File: config.mk
export PLATFORM = sky130hd
export DESIGN_NAME = osc_mix_sd
export DESIGN_NICKNAME = d
export VERILOG_FILES = /design/src/rtl/osc_mix_sd.sv
export SDC_FILE = /design/constraint.sdc
export NUM_CORES = 1
export LEC_CHECK = 0
export BUFFER_PORTS_ARGS = -buffer_cell sky130_fd_sc_hd__buf_2
export CAP_MARGIN = 20
export CORE_MARGIN = 1.5
export CORE_UTILIZATION = 50
export CTS_BUF_LIST = sky130_fd_sc_hd__clkbuf_8
export CTS_CLUSTER_SIZE = 40
export DETAILED_ROUTE_END_ITERATION = 10
export PLACE_DENSITY = 0.72
export SLEW_MARGIN = 25
export SYNTH_ARGS = -nofsm -noshare
export SYNTH_HDL_FRONTEND = slang
export SYNTH_SLANG_ARGS = --single-unit
File: constraint.sdc
create_clock -name clk -period 3.1 [get_ports clk]
set_input_delay 0.465 -clock clk [delete_from_list [all_inputs] [get_ports clk]]
set_output_delay 0.465 -clock clk [all_outputs]
set_load 0.01 [all_outputs]
File: src/rtl/osc_mix_sd.sv
// Oscillator mixer with slew-limited gain and first-order sigma-delta output.
// Define OSC_MIX_DITHER_EN to add LFSR dither into the modulator accumulator.
module osc_mix_sd #(
  parameter int N_OSC    = 8,
  parameter int VOL_BITS = 4,
  parameter int RAMP_DIV = 1024
) (
  input  logic                clk,
  input  logic                reset,
  input  logic [N_OSC-1:0]    osc,
  input  logic [N_OSC-1:0]    osc_mask,
  input  logic [VOL_BITS-1:0] volume,
  input  logic                mute,
  output logic                snd,
  output logic                muted
);
  localparam int FS = N_OSC * ((1 << VOL_BITS) - 1);
  localparam int CW = $clog2(N_OSC + 1);
  localparam int AW = $clog2(2 * FS + 2);
  localparam int PW = (RAMP_DIV > 1) ? $clog2(RAMP_DIV) : 1;

  typedef enum logic [1:0] {
    MUTED = 2'd0,
    SLEW  = 2'd1,
    PLAY  = 2'd2
  } state_t;

  state_t              state, state_nxt;
  logic [VOL_BITS-1:0] gain, gain_nxt, tgt;
  logic [PW-1:0]       presc, presc_nxt;
  logic [CW-1:0]       cnt, cnt_c;
  logic [AW-1:0]       lvl, acc, sum;
  logic                dith;

  assign tgt   = mute ? '0 : volume;
  assign muted = (state == MUTED);

  always_comb begin
    gain_nxt  = gain;
    presc_nxt = presc;
    if (gain == tgt) begin
      presc_nxt = '0;
    end else if (presc == PW'(RAMP_DIV - 1)) begin
      presc_nxt = '0;
      gain_nxt  = (gain < tgt) ? gain + VOL_BITS'(1) : gain - VOL_BITS'(1);
    end else begin
      presc_nxt = presc + PW'(1);
    end
  end

  // Transitions look at the post-step gain so state and gain change on the same edge.
  always_comb begin
    state_nxt = SLEW;
    if (state == MUTED && gain_nxt == '0)
      state_nxt = MUTED;
    else if (gain_nxt == '0 && mute)
      state_nxt = MUTED;
    else if (gain_nxt == tgt && !mute)
      state_nxt = PLAY;
  end

  always_ff @(posedge clk) begin
    if (reset) begin
      state <= MUTED;
      gain  <= '0;
      presc <= '0;
    end else begin
      state <= state_nxt;
      gain  <= gain_nxt;
      presc <= presc_nxt;
    end
  end

  always_comb begin
    cnt_c = '0;
    for (int i = 0; i < N_OSC; i++)
      cnt_c = cnt_c + CW'(osc[i] & ~osc_mask[i]);
  end

`ifdef OSC_MIX_DITHER_EN
  logic [15:0] lfsr;

  always_ff @(posedge clk) begin
    if (reset)
      lfsr <= 16'hACE1;
    else
      lfsr <= {lfsr[0] ^ lfsr[2] ^ lfsr[3] ^ lfsr[5], lfsr[15:1]};
  end

  // No dither at full scale, otherwise acc could leave [0,FS-1].
  assign dith = (lvl < AW'(FS)) ? lfsr[0] : 1'b0;
`else
  assign dith = 1'b0;
`endif

  assign sum = acc + lvl + AW'(dith);

  always_ff @(posedge clk) begin
    if (reset) begin
      cnt <= '0;
      lvl <= '0;
      acc <= '0;
      snd <= 1'b0;
    end else begin
      cnt <= cnt_c;
      lvl <= AW'(cnt) * AW'(gain);
      if (sum >= AW'(FS)) begin
        snd <= 1'b1;
        acc <= sum - AW'(FS);
      end else begin
        snd <= 1'b0;
        acc <= sum;
      end
    end
  end
endmodule

==> impl_metrics.json, run 1 <==
{
  "outcome": "complete, no violations",
  "cts_setup_buffers": 0,
  "avgSynthCellArea_um2": 8.746,
  "io_pins": 25,
  "vias": 2055,
  "root_buffer": "clkbuf_8",
  "tns_ps": 0,
  "netlist_top_cells_area": "dfxtp_1 29%, ha_1 14%, fa_1 7.7%",
  "placed_area_um2": 2858,
  "fin_crit_sh_pct": 95.33,
  "ir_drop_uv": 211.6,
  "grt_pass1_vias": 1869,
  "final_max_slew_viol_count": 0,
  "crit_type": "input port to flop",
  "power.internal_uw": 779.5,
  "p_switching_uw": 251.0,
  "grt_max_degree": 26,
  "grt_pass1_wl_um": 7734,
  "clk_pin_slew_ps": 80,
  "clock_latency_ps": 290,
  "drive_above_1_share_pct": 16.82,
  "antenna_found_initial": 0,
  "crit_path_cell_trace": "buf_2, nor2b_1, fa_1, inv_1, fa_1, fa_1, inv_1, ha_1, inv_1, fa_1, xor2_1, nor2_1",
  "final_area_um2": 2988,
  "synth_cell_type_count": 42,
  "p_leak_uw": 0.001393,
  "synthMuxAreaShare_pct": 1.541,
  "gp_congestion": 0.9176,
  "cp_max_fo": 2,
  "die_w_um": 75.08,
  "dpl.hpwl_um": 3701,
  "min-delay-start": "presc[0]",
  "io_buffers": 24,
  "cts_made_buffers": 5,
  "core_um2": 5042,
  "met2_length_um": 2346,
  "path_buf_inv": 4,
  "route.detailed.drc": 0,
  "num_rows": 26,
  "crit_path_start": "osc[0]",
  "vias_per_cell": 5.099,
  "ctsHtreeMaxLevel": 2,
  "route.antenna.remaining_nets": 0,
  "power.density_nw_per_um2": 344.9,
  "finalHoldViolations": 0,
  "seqPwrFrac_pct": 47.9,
  "yosysWarningCount": 0,
  "power_frac_clock_pct": 40.8,
  "rrSetupSlack_ps": 230,
  "fin_nets": 395,
  "drt-wirelength-per-cell_um": 11.39,
  "met1_length_um": 2007,
  "synth_compound_area_share_pct": 12.09,
  "worst_ep_required_time_ps": 3270,
  "ys.flop_type": "dfxtp_1",
  "critPathTopFamily": "adder cells",
  "antenna_cells": 0,
  "cpMostUsedCell": "fa_1",
  "highest_layer": "met4",
  "gr-usage-all-layers_pct": 17.87,
  "setup_violations": 0,
  "yosys.area.top_type": "dfxtp_1",
  "fin_crit_ps": 2955,
  "dieHeight_um": 75.08,
  "regToRegStartpoint": "gain[3]",
  "ys_ff_latch": 37,
  "min_path_type": "flop to flop",
  "totalWireLength_um": 4592,
  "area_growth_pct": 15.03,
  "synthArstFlopShare_pct": 0,
  "crit_path_top_delay_cell": "fa_1",
  "final_cell_mix": "36 x dfxtp_1, 34 x nor2_1, 30 x ha_1, 26 x inv_1, 24 x buf_2",
  "die_area_um2": 5636,
  "firstDrtPassIters": 4,
  "maxCapViolCount": 0,
  "p_sw_share_pct": 24.36,
  "relSlewSlack_pct": 68.56,
  "netlist_instances": 297,
  "fin_skew_ps": 5.954,
  "synth_edf_count": 0,
  "route.met3.wl_um": 155,
  "critPathArrivalTime_ps": 3120,
  "start_util_pct": 51.51,
  "syn_nets": 360,
  "cts_tree": "done",
  "synth-xor-area-share_pct": 8.430,
  "worstMarginPinSlew_ps": 471.6,
  "cts.sinks": 37,
  "cts_buffer_depth": 2,
  "yosys.area_share.adder_pct": 22.16,
  "drt_iter0_markers": 59,
  "synth_top_family_by_area": "simple AND/OR/NAND/NOR gates",
  "startpoint_type": "input port",
  "crit_path_max_incr_delay_ps": 530,
  "synthSimpleGateAreaFrac_pct": 22.21,
  "max_clock_freq_mhz": 338.4,
  "final_common_cell": "dfxtp_1",
  "synth_top_area_share_pct": 28.52,
  "synth_seq_area_share_pct": 28.52,
  "syn_area_um2": 2597,
  "endpoint_kind": "flop",
  "combPwrFrac_pct": 11.3,
  "grt_overflow": 0
}
==> power groups by stage <==
stage               logic (uW)  registers, uW  clock network [uW]
floorplan                 74.9            503                   0
global placement           110            506                   0
detailed placement         116            505                   0
CTS                        117            494                 431
global route               134            496                 453
finish                     116            494                 420
==> stage by stage <==
step / utilization, % / instances / setup slack, ps / hold slack, ps / power (uW)
after detailed placement: 56.67 / 395 / -178.1 / 488.2 / 621.1
final: 59.26 / 403 / 144.8 / 495.3 / 1031
after CTS: 58.96 / 403 / 124.2 / 502.4 / 1041
after global placement: 56.67 / 395 / -97.30 / 445.1 / 615.8
after floorplan: - / 297 / 1.258 / 429.9 / 577.7
after global routing: 59.26 / 403 / -49.07 / 500.4 / 1082
==> Yosys cell counts (2+ instances only) <==
cell type	count
dfxtp_1	37
a21o_1	2
and3_1	4
clkbuf_1	6
a21oi_1	16
a2111oi_0	2
or2_2	2
and2_1	10
nand2b_1	9
mux2i_1	4
nor2_1	34
xnor2_1	13
xor2_1	12
ha_1	30
or3_1	2
nor3_1	4
a31oi_1	2
nor2b_1	13
inv_1	26
o21bai_1	2
o21ai_0	7
fa_1	10
nand2_1	22
nand3_1	8
a211oi_1	3
==> flip-flops by register name, summed over array words and instances (netlist names) <==
register / flops
state: 2
acc: 8
gain: 4
presc: 10
cnt: 4
snd: 1
lvl: 8
==> worst reg2reg max path, stage by stage, from the launching register on <==
cell and delay (ps):
dfxtp_2 370, ha_1 340, a21oi_1 200, o21ai_2 100, buf_4 150, ha_1 330
a21oi_2 230, xnor2_1 140, mux2i_1 120, a2111oi_2 410, o2111ai_1 200, a211oi_2 220
==> what timing repair did <==
action                                  CTS  global route
hold buffers                              0             0
gates resized for setup                   0             4
endpoints found under the setup margin    0             3
==> cell type report <==
cell class                 instances  area, um^2
clock buffer                       5       68.82
clock inverter                     3       46.29
fill                             443        2054
inverter                          26       97.59
multi-input combinational        227        1743
sequential                        37       742.0
tap                               70       87.58
timing repair buffer              35       202.7
==> cell families after synthesis <==
family | Yosys count
buf+inv | 33
compound gates | 45
fa+ha+maj | 40
xor+xnor | 25
flops | 37
simple gates | 113
mux | 4
==> worst paths after layout <==
path / depth (start not counted) / end
worst max register to register: 11 / state[1]
worst min-delay path: 1 / presc[0]
worst min register to register: 1 / presc[0]
worst max-delay path: 12 / cnt[2]
==> metal layers <==
metal  track usage, %  vias up
li1                 -     1060
met1            21.15      946
met2            32.06       39
met3            4.150       10
met4            5.253        0
met5                0        -
Power figures use the tool's default switching activity.
==> run 2, diff against run 1 <==
--- a/config.mk
+++ b/config.mk
@@ -12,7 +12,7 @@
 export CTS_BUF_LIST = sky130_fd_sc_hd__clkbuf_8
 export CTS_CLUSTER_SIZE = 40
 export DETAILED_ROUTE_END_ITERATION = 10
-export PLACE_DENSITY = 0.72
+export PLACE_DENSITY = 0.69
 export SLEW_MARGIN = 25
 export SYNTH_ARGS = -nofsm -noshare
 export SYNTH_HDL_FRONTEND = slang
==> constraint.sdc (replaced) <==
create_clock -name clk -period 3.2 [get_ports clk]
set_input_delay 0.48 -clock clk [delete_from_list [all_inputs] [get_ports clk]]
set_output_delay 0.48 -clock clk [all_outputs]
set_load 0.01 [all_outputs]
==> run 2 against run 1 <==
Compared with the run above: setup slack improved by 69 ps; register-to-register slack is essentially flat; via count decreased by 1.7%; cell count shrank 0.25%; combinational power is essentially flat; design area down 0.75%; first-iteration DRC count up 17%; die area is the same; non-clock buffer count fell by 1; sequential share of layout area rose by 0.15 points; clock skew down 1.3 ps.
==> impl_metrics.json, run 2 (synthesized netlist as in run 1, its figures left out) <==
{
  "outcome": "complete, no violations",
  "area_growth_pct": 14.16,
  "max_clock_freq_mhz": 334.9,
  "grt_pass1_wl_um": 7527,
  "rsz0062_at_grt": "no",
  "final_common_cell": "dfxtp_1",
  "startpoint_type": "input port",
  "drt_iter0_markers": 69,
  "cts_made_buffers": 5,
  "power.internal_uw": 756.0,
  "fillers": 451,
  "ctsHtreeMaxLevel": 2,
  "gr-usage-all-layers_pct": 17.34,
  "crit_path_top_delay_cell": "a2111oi_4",
  "combPwrFrac_pct": 11.3,
  "critPathTopFamily": "compound AO/OA/AOI/OAI gates",
  "start_util_pct": 51.51,
  "final_max_slew_viol_count": 0,
  "largest_reg_flops": 10,
  "dpl.hpwl_um": 3586,
  "endpoint_kind": "flop",
  "firstDrtPassIters": 4,
  "hold_buffers": 0,
  "relSlewSlack_pct": 68.82,
  "totalWireLength_um": 4461,
  "seqPwrFrac_pct": 48.1,
  "cp_max_fo": 5,
  "path_buf_inv": 3,
  "p_sw_share_pct": 24.18,
  "drive_above_1_share_pct": 15.66,
  "min_path_type": "flop to flop",
  "maxCapViolCount": 0,
  "fin_nets": 394,
  "route.detailed.drc": 0,
  "critPathArrivalTime_ps": 3200,
  "cts_buffer_depth": 2,
  "fin_crit_sh_pct": 93.32,
  "final_core_util_pct": 58.81,
  "vias": 2021,
  "regMostFlops": "presc",
  "core_um2": 5042,
  "clk_pin_slew_ps": 80,
  "dieHeight_um": 75.08,
  "drt-wirelength-per-cell_um": 11.10,
  "ir_drop_uv": 160.4,
  "fin_skew_ps": 4.704,
  "power_frac_clock_pct": 40.7,
  "die_area_um2": 5636,
  "cts.sinks": 37,
  "holdWs_ps": 476.2,
  "reg_top3": "presc (10), acc (8), lvl (8)",
  "cts_setup_buffers": 0,
  "worst_ep_required_time_ps": 3410,
  "cts_resized": 0,
  "worstMarginPinSlew_ps": 467.7,
  "gp_congestion": 0.9212,
  "antenna_cells": 0,
  "fin_crit_ps": 2986,
  "root_buffer": "clkbuf_8",
  "vias_per_cell": 5.027,
  "power.density_nw_per_um2": 336.3,
  "die_w_um": 75.08,
  "crit_path_cell_trace": "buf_2, nand2b_1, ha_1, a21oi_1, o21ai_2, buf_4, ha_1, buf_4, xor2_1, nor2_1, nand3_1, o21ai_2, a2111oi_4, o2111ai_1, a211oi_2",
  "setup_violations": 0,
  "io_pins": 25,
  "antenna_found_initial": 0,
  "clock_latency_ps": 290,
  "num_rows": 26,
  "p_switching_uw": 241.1,
  "grt_max_degree": 26,
  "final_cell_mix": "37 x dfxtp_1, 34 x nor2_1, 30 x ha_1, 26 x inv_1, 24 x buf_2",
  "finalHoldViolations": 0,
  "io_buffers": 24,
  "route.antenna.remaining_nets": 0,
  "crit_type": "input port to flop",
  "cts_tree": "done",
  "crit_path_max_incr_delay_ps": 340,
  "grt_pass1_vias": 1857,
  "grt_overflow": 0,
  "p_leak_uw": 0.001385
}
## run 2: cell count changes in the layout (fill, tap and decap cells not counted)
cell / previous run / this run
dfxtp_1: 36 / 37
xor2_1: 11 / 12
dfxtp_2: 1 / 0
a2111oi_2: 1 / 0
buf_4: 11 / 10
a2111oi_0: 1 / 2
xor2_2: 1 / 0
## run 2: through the flow
stage	area, um^2	std cells	TNS [ps]	setup WS [ps]	total power [uW]
2_1_floorplan	2601	297	0	86.26	559.6
4_1_cts	2965	402	0	167.9	1010
6_report	2965	402	0	213.7	997.1
3_5_place_dp	2850	394	-279.1	-113.7	604.2
5_1_grt	2965	402	0	0.9082	1043
3_3_place_gp	2850	394	-85.80	-46.06	599.5
## run 2: layout make-up
cell class / count / area, um^2 / area share, %
clock buffer: 5 / 68.82 / 2.321
inverter: 26 / 97.59 / 3.291
tap: 70 / 87.58 / 2.954
multi-input combinational: 227 / 1729 / 58.31
timing repair buffer: 34 / 195.2 / 6.582
clock inverter: 3 / 46.29 / 1.561
sequential: 37 / 740.7 / 24.98
## run 2: per-layer routing
layer | track usage (%) | wire (um) | vias up
met5 | 0 | 0 | -
met4 | 4.848 | 61 | 0
met3 | 3.614 | 111 | 6
met2 | 31.17 | 2226 | 30
met1 | 20.84 | 2062 | 930
li1 | - | - | 1055
## run 2: power by group through the flow
stage	clock, uW	sequential, uW	combinational, uW
floorplan	0	487	72.5
global placement	0	490	109
detailed placement	0	490	114
CTS	416	480	115
global route	435	481	127
finish	405	479	113
## run 2: path summary, 6_finish.rpt
check	from	end	slack, ps	cells after the start
worst max register to register	gain[3]	state[1]	220	13
worst max-delay path	mute	state[1]	210	15
worst min register to register	presc[0]	presc[0]	480	1
worst min-delay path	presc[0]	presc[0]	480	1
## run 2: worst reg2reg max path, delay by kind of cell, from the launching register on
| kind | cells | cell delay [ps] |
|---|---|---|
| buffers and inverters | 2 | 280 |
| and+or+nand+nor | 2 | 160 |
| adders and majority gates | 2 | 600 |
| DFF | 1 | 470 |
| AOI/OAI and AO/OA | 6 | 1150 |
| xor gates and xnor gates | 1 | 240 |
==> run 3, diff against run 2 <==
--- a/config.mk
+++ b/config.mk
@@ -8,11 +8,10 @@
 export BUFFER_PORTS_ARGS = -buffer_cell sky130_fd_sc_hd__buf_2
 export CAP_MARGIN = 20
 export CORE_MARGIN = 1.5
-export CORE_UTILIZATION = 50
+export CORE_UTILIZATION = 30
 export CTS_BUF_LIST = sky130_fd_sc_hd__clkbuf_8
 export CTS_CLUSTER_SIZE = 40
 export DETAILED_ROUTE_END_ITERATION = 10
-export PLACE_DENSITY = 0.69
 export SLEW_MARGIN = 25
 export SYNTH_ARGS = -nofsm -noshare
 export SYNTH_HDL_FRONTEND = slang
==> run 3 against run 2 <==
Compared with the run above: critical endpoint unchanged; via count grew 1.1%; hold slack gained 4.5 ps; clock power shrank 23%; non-clock buffer count grew 4; utilization shrank 22 points.
==> impl_metrics.json, run 3 (synthesized netlist as in run 1, its figures left out) <==
{
  "outcome": "complete, no violations",
  "cts.sinks": 37,
  "ctsHtreeMaxLevel": 2,
  "drive_above_1_share_pct": 16.67,
  "dieHeight_um": 96.05,
  "fin_crit_ps": 2969,
  "num_rows": 33,
  "final_cell_mix": "36 x dfxtp_1, 34 x nor2_1, 30 x ha_1, 27 x inv_1, 24 x buf_2",
  "combPwrFrac_pct": 12.6,
  "die_area_um2": 9226,
  "rrSetupSlack_ps": 310,
  "maxCapViolCount": 0,
  "fin_crit_sh_pct": 92.79,
  "clock_latency_ps": 280,
  "seqPwrFrac_pct": 53.1,
  "p_switching_uw": 231.3,
  "endpoint": "state[1]",
  "core_um2": 8299,
  "dp_cells": 433,
  "cts_resized": 0,
  "grt_pass1_vias": 2006,
  "path_buf_inv": 2,
  "regMostFlops": "presc",
  "grt_pass1_wl_um": 8659,
  "p_sw_share_pct": 25.62,
  "reg_top3": "presc (10), acc (8), lvl (8)",
  "route.antenna.remaining_nets": 0,
  "antenna_cells": 0,
  "max_clock_freq_mhz": 336.8,
  "largest_reg_flops": 10,
  "fin_nets": 398,
  "antenna_found_initial": 0,
  "stdcell_count": 441,
  "placed_area_um2": 2924,
  "final_common_cell": "dfxtp_1",
  "endpoint_kind": "flop",
  "fin_skew_ps": 4.389,
  "area_growth_pct": 16.14,
  "setup_violations": 0,
  "startpoint_type": "input port",
  "regToRegStartpoint": "gain[1]",
  "gp_congestion": 0.8230,
  "ir_drop_uv": 145.3,
  "cts_buffer_depth": 2,
  "final_area_um2": 3017,
  "cts_made_buffers": 5,
  "crit_path_top_delay_cell": "fa_1",
  "grt_overflow": 0,
  "totalWireLength_um": 4820,
  "critPathTopFamily": "compound AO/OA/AOI/OAI gates",
  "dpl.hpwl_um": 3945,
  "worst-path-stages": 14,
  "die_w_um": 96.05,
  "drt_iter0_markers": 40,
  "relSlewSlack_pct": 68.09,
  "r2r_cells": 11,
  "finalPower_uw": 902.6,
  "cp_max_fo": 5,
  "crit_path_max_incr_delay_ps": 360,
  "cts_setup_buffers": 0,
  "grt_max_degree": 26,
  "rsz0062_at_grt": "no",
  "critPathArrivalTime_ps": 3170,
  "vias_per_cell": 4.633,
  "hold_buffers": 0,
  "worstMarginPinSlew_ps": 478.7,
  "io_pins": 25,
  "power.density_nw_per_um2": 299.2,
  "power_frac_clock_pct": 34.3,
  "dp_slack_ps": -135.2,
  "power.internal_uw": 671.3,
  "finalWorstSetupSlack_ps": 230.6,
  "r2r-end": "lvl[7]",
  "finalHoldViolations": 0,
  "p_leak_uw": 0.001403,
  "final_max_slew_viol_count": 0,
  "cts_tree": "done",
  "clk_pin_slew_ps": 70,
  "drt-wirelength-per-cell_um": 10.93,
  "crit_type": "input port to flop",
  "root_buffer": "clkbuf_8",
  "vias": 2043,
  "io_buffers": 24,
  "route.detailed.drc": 0,
  "cpMostUsedCell": "o21ai_2",
  "min_path_type": "flop to flop",
  "worst_ep_required_time_ps": 3400,
  "firstDrtPassIters": 4,
  "crit_path_cell_trace": "buf_2, nand2b_1, ha_1, a21oi_1, o21ai_2, buf_4, fa_1, xor2_1, nor2_1, nand3_1, o21ai_2, a2111oi_4, o2111ai_1, a211oi_2",
  "gr-usage-all-layers_pct": 11.78,
  "start_util_pct": 31.30,
  "crit_path_start": "mute"
}
-- run 3: cell count changes in the layout (fill, tap and decap cells not counted), sizes merged --
cell      change
bufinv        -1
clkinvlp      -1
buf           +4
inv           +1
clkinv        +1
-- run 3: cell type report --
cell class	instances	area (um^2)
fillers	837	5283
flip-flops and latches	37	742.0
repair buffers	38	225.2
well taps	105	131.4
clock buffers	5	68.82
clock inverters	3	13.76
multi-input cells	227	1738
inverters	26	97.59
-- run 3: worst min path at each step --
stage / startpoint / to / slack [ps] / depth (start not counted)
final: presc[0] / presc[0] / 480 / 1
after global routing: cnt[0] / lvl[0] / 530 / 1
after CTS: presc[0] / presc[0] / 480 / 1
after detailed placement: presc[0] / presc[0] / 470 / 1
after global placement: presc[0] / presc[0] / 440 / 1
after floorplan: presc[0] / presc[0] / 430 / 1
-- run 3: through the flow --
stage	utilization (%)	setup TNS [ps]	hold WS [ps]
2_1_floorplan	-	0	429.9
3_3_place_gp	35.23	-202.3	444.0
3_5_place_dp	35.23	-362.1	468.9
4_1_cts	36.23	0	484.7
5_1_grt	36.35	0	529.3
6_report	36.35	0	480.7
-- run 3: power groups by stage --
stage | Clock [uW] | Combinational, uW | Sequential, uW
after floorplan | 0 | 72.5 | 487
after global placement | 0 | 110 | 490
after detailed placement | 0 | 114 | 490
after CTS | 325 | 115 | 479
after global routing | 348 | 131 | 480
final | 310 | 114 | 479
-- run 3: per-layer routing --
layer  share of wire, %  global-route usage, %  routed length (um)  vias up
met5                  0                      0                   0        -
met4                1.2                  2.451                  59        0
met3                2.7                  2.449                 128        6
met2                 50                  21.01                2388       32
met1                 47                  14.52                2245      942
li1                   -                      -                   -     1063
-- run 3: worst register-to-register path: cells and delay by family (launching register included) --
kind	cells	cell delay (ps)
simple gates	2	160
buf+inv	1	70
compound gates	4	650
fa+ha+maj	3	1300
xor+xnor	1	160
flops	1	450
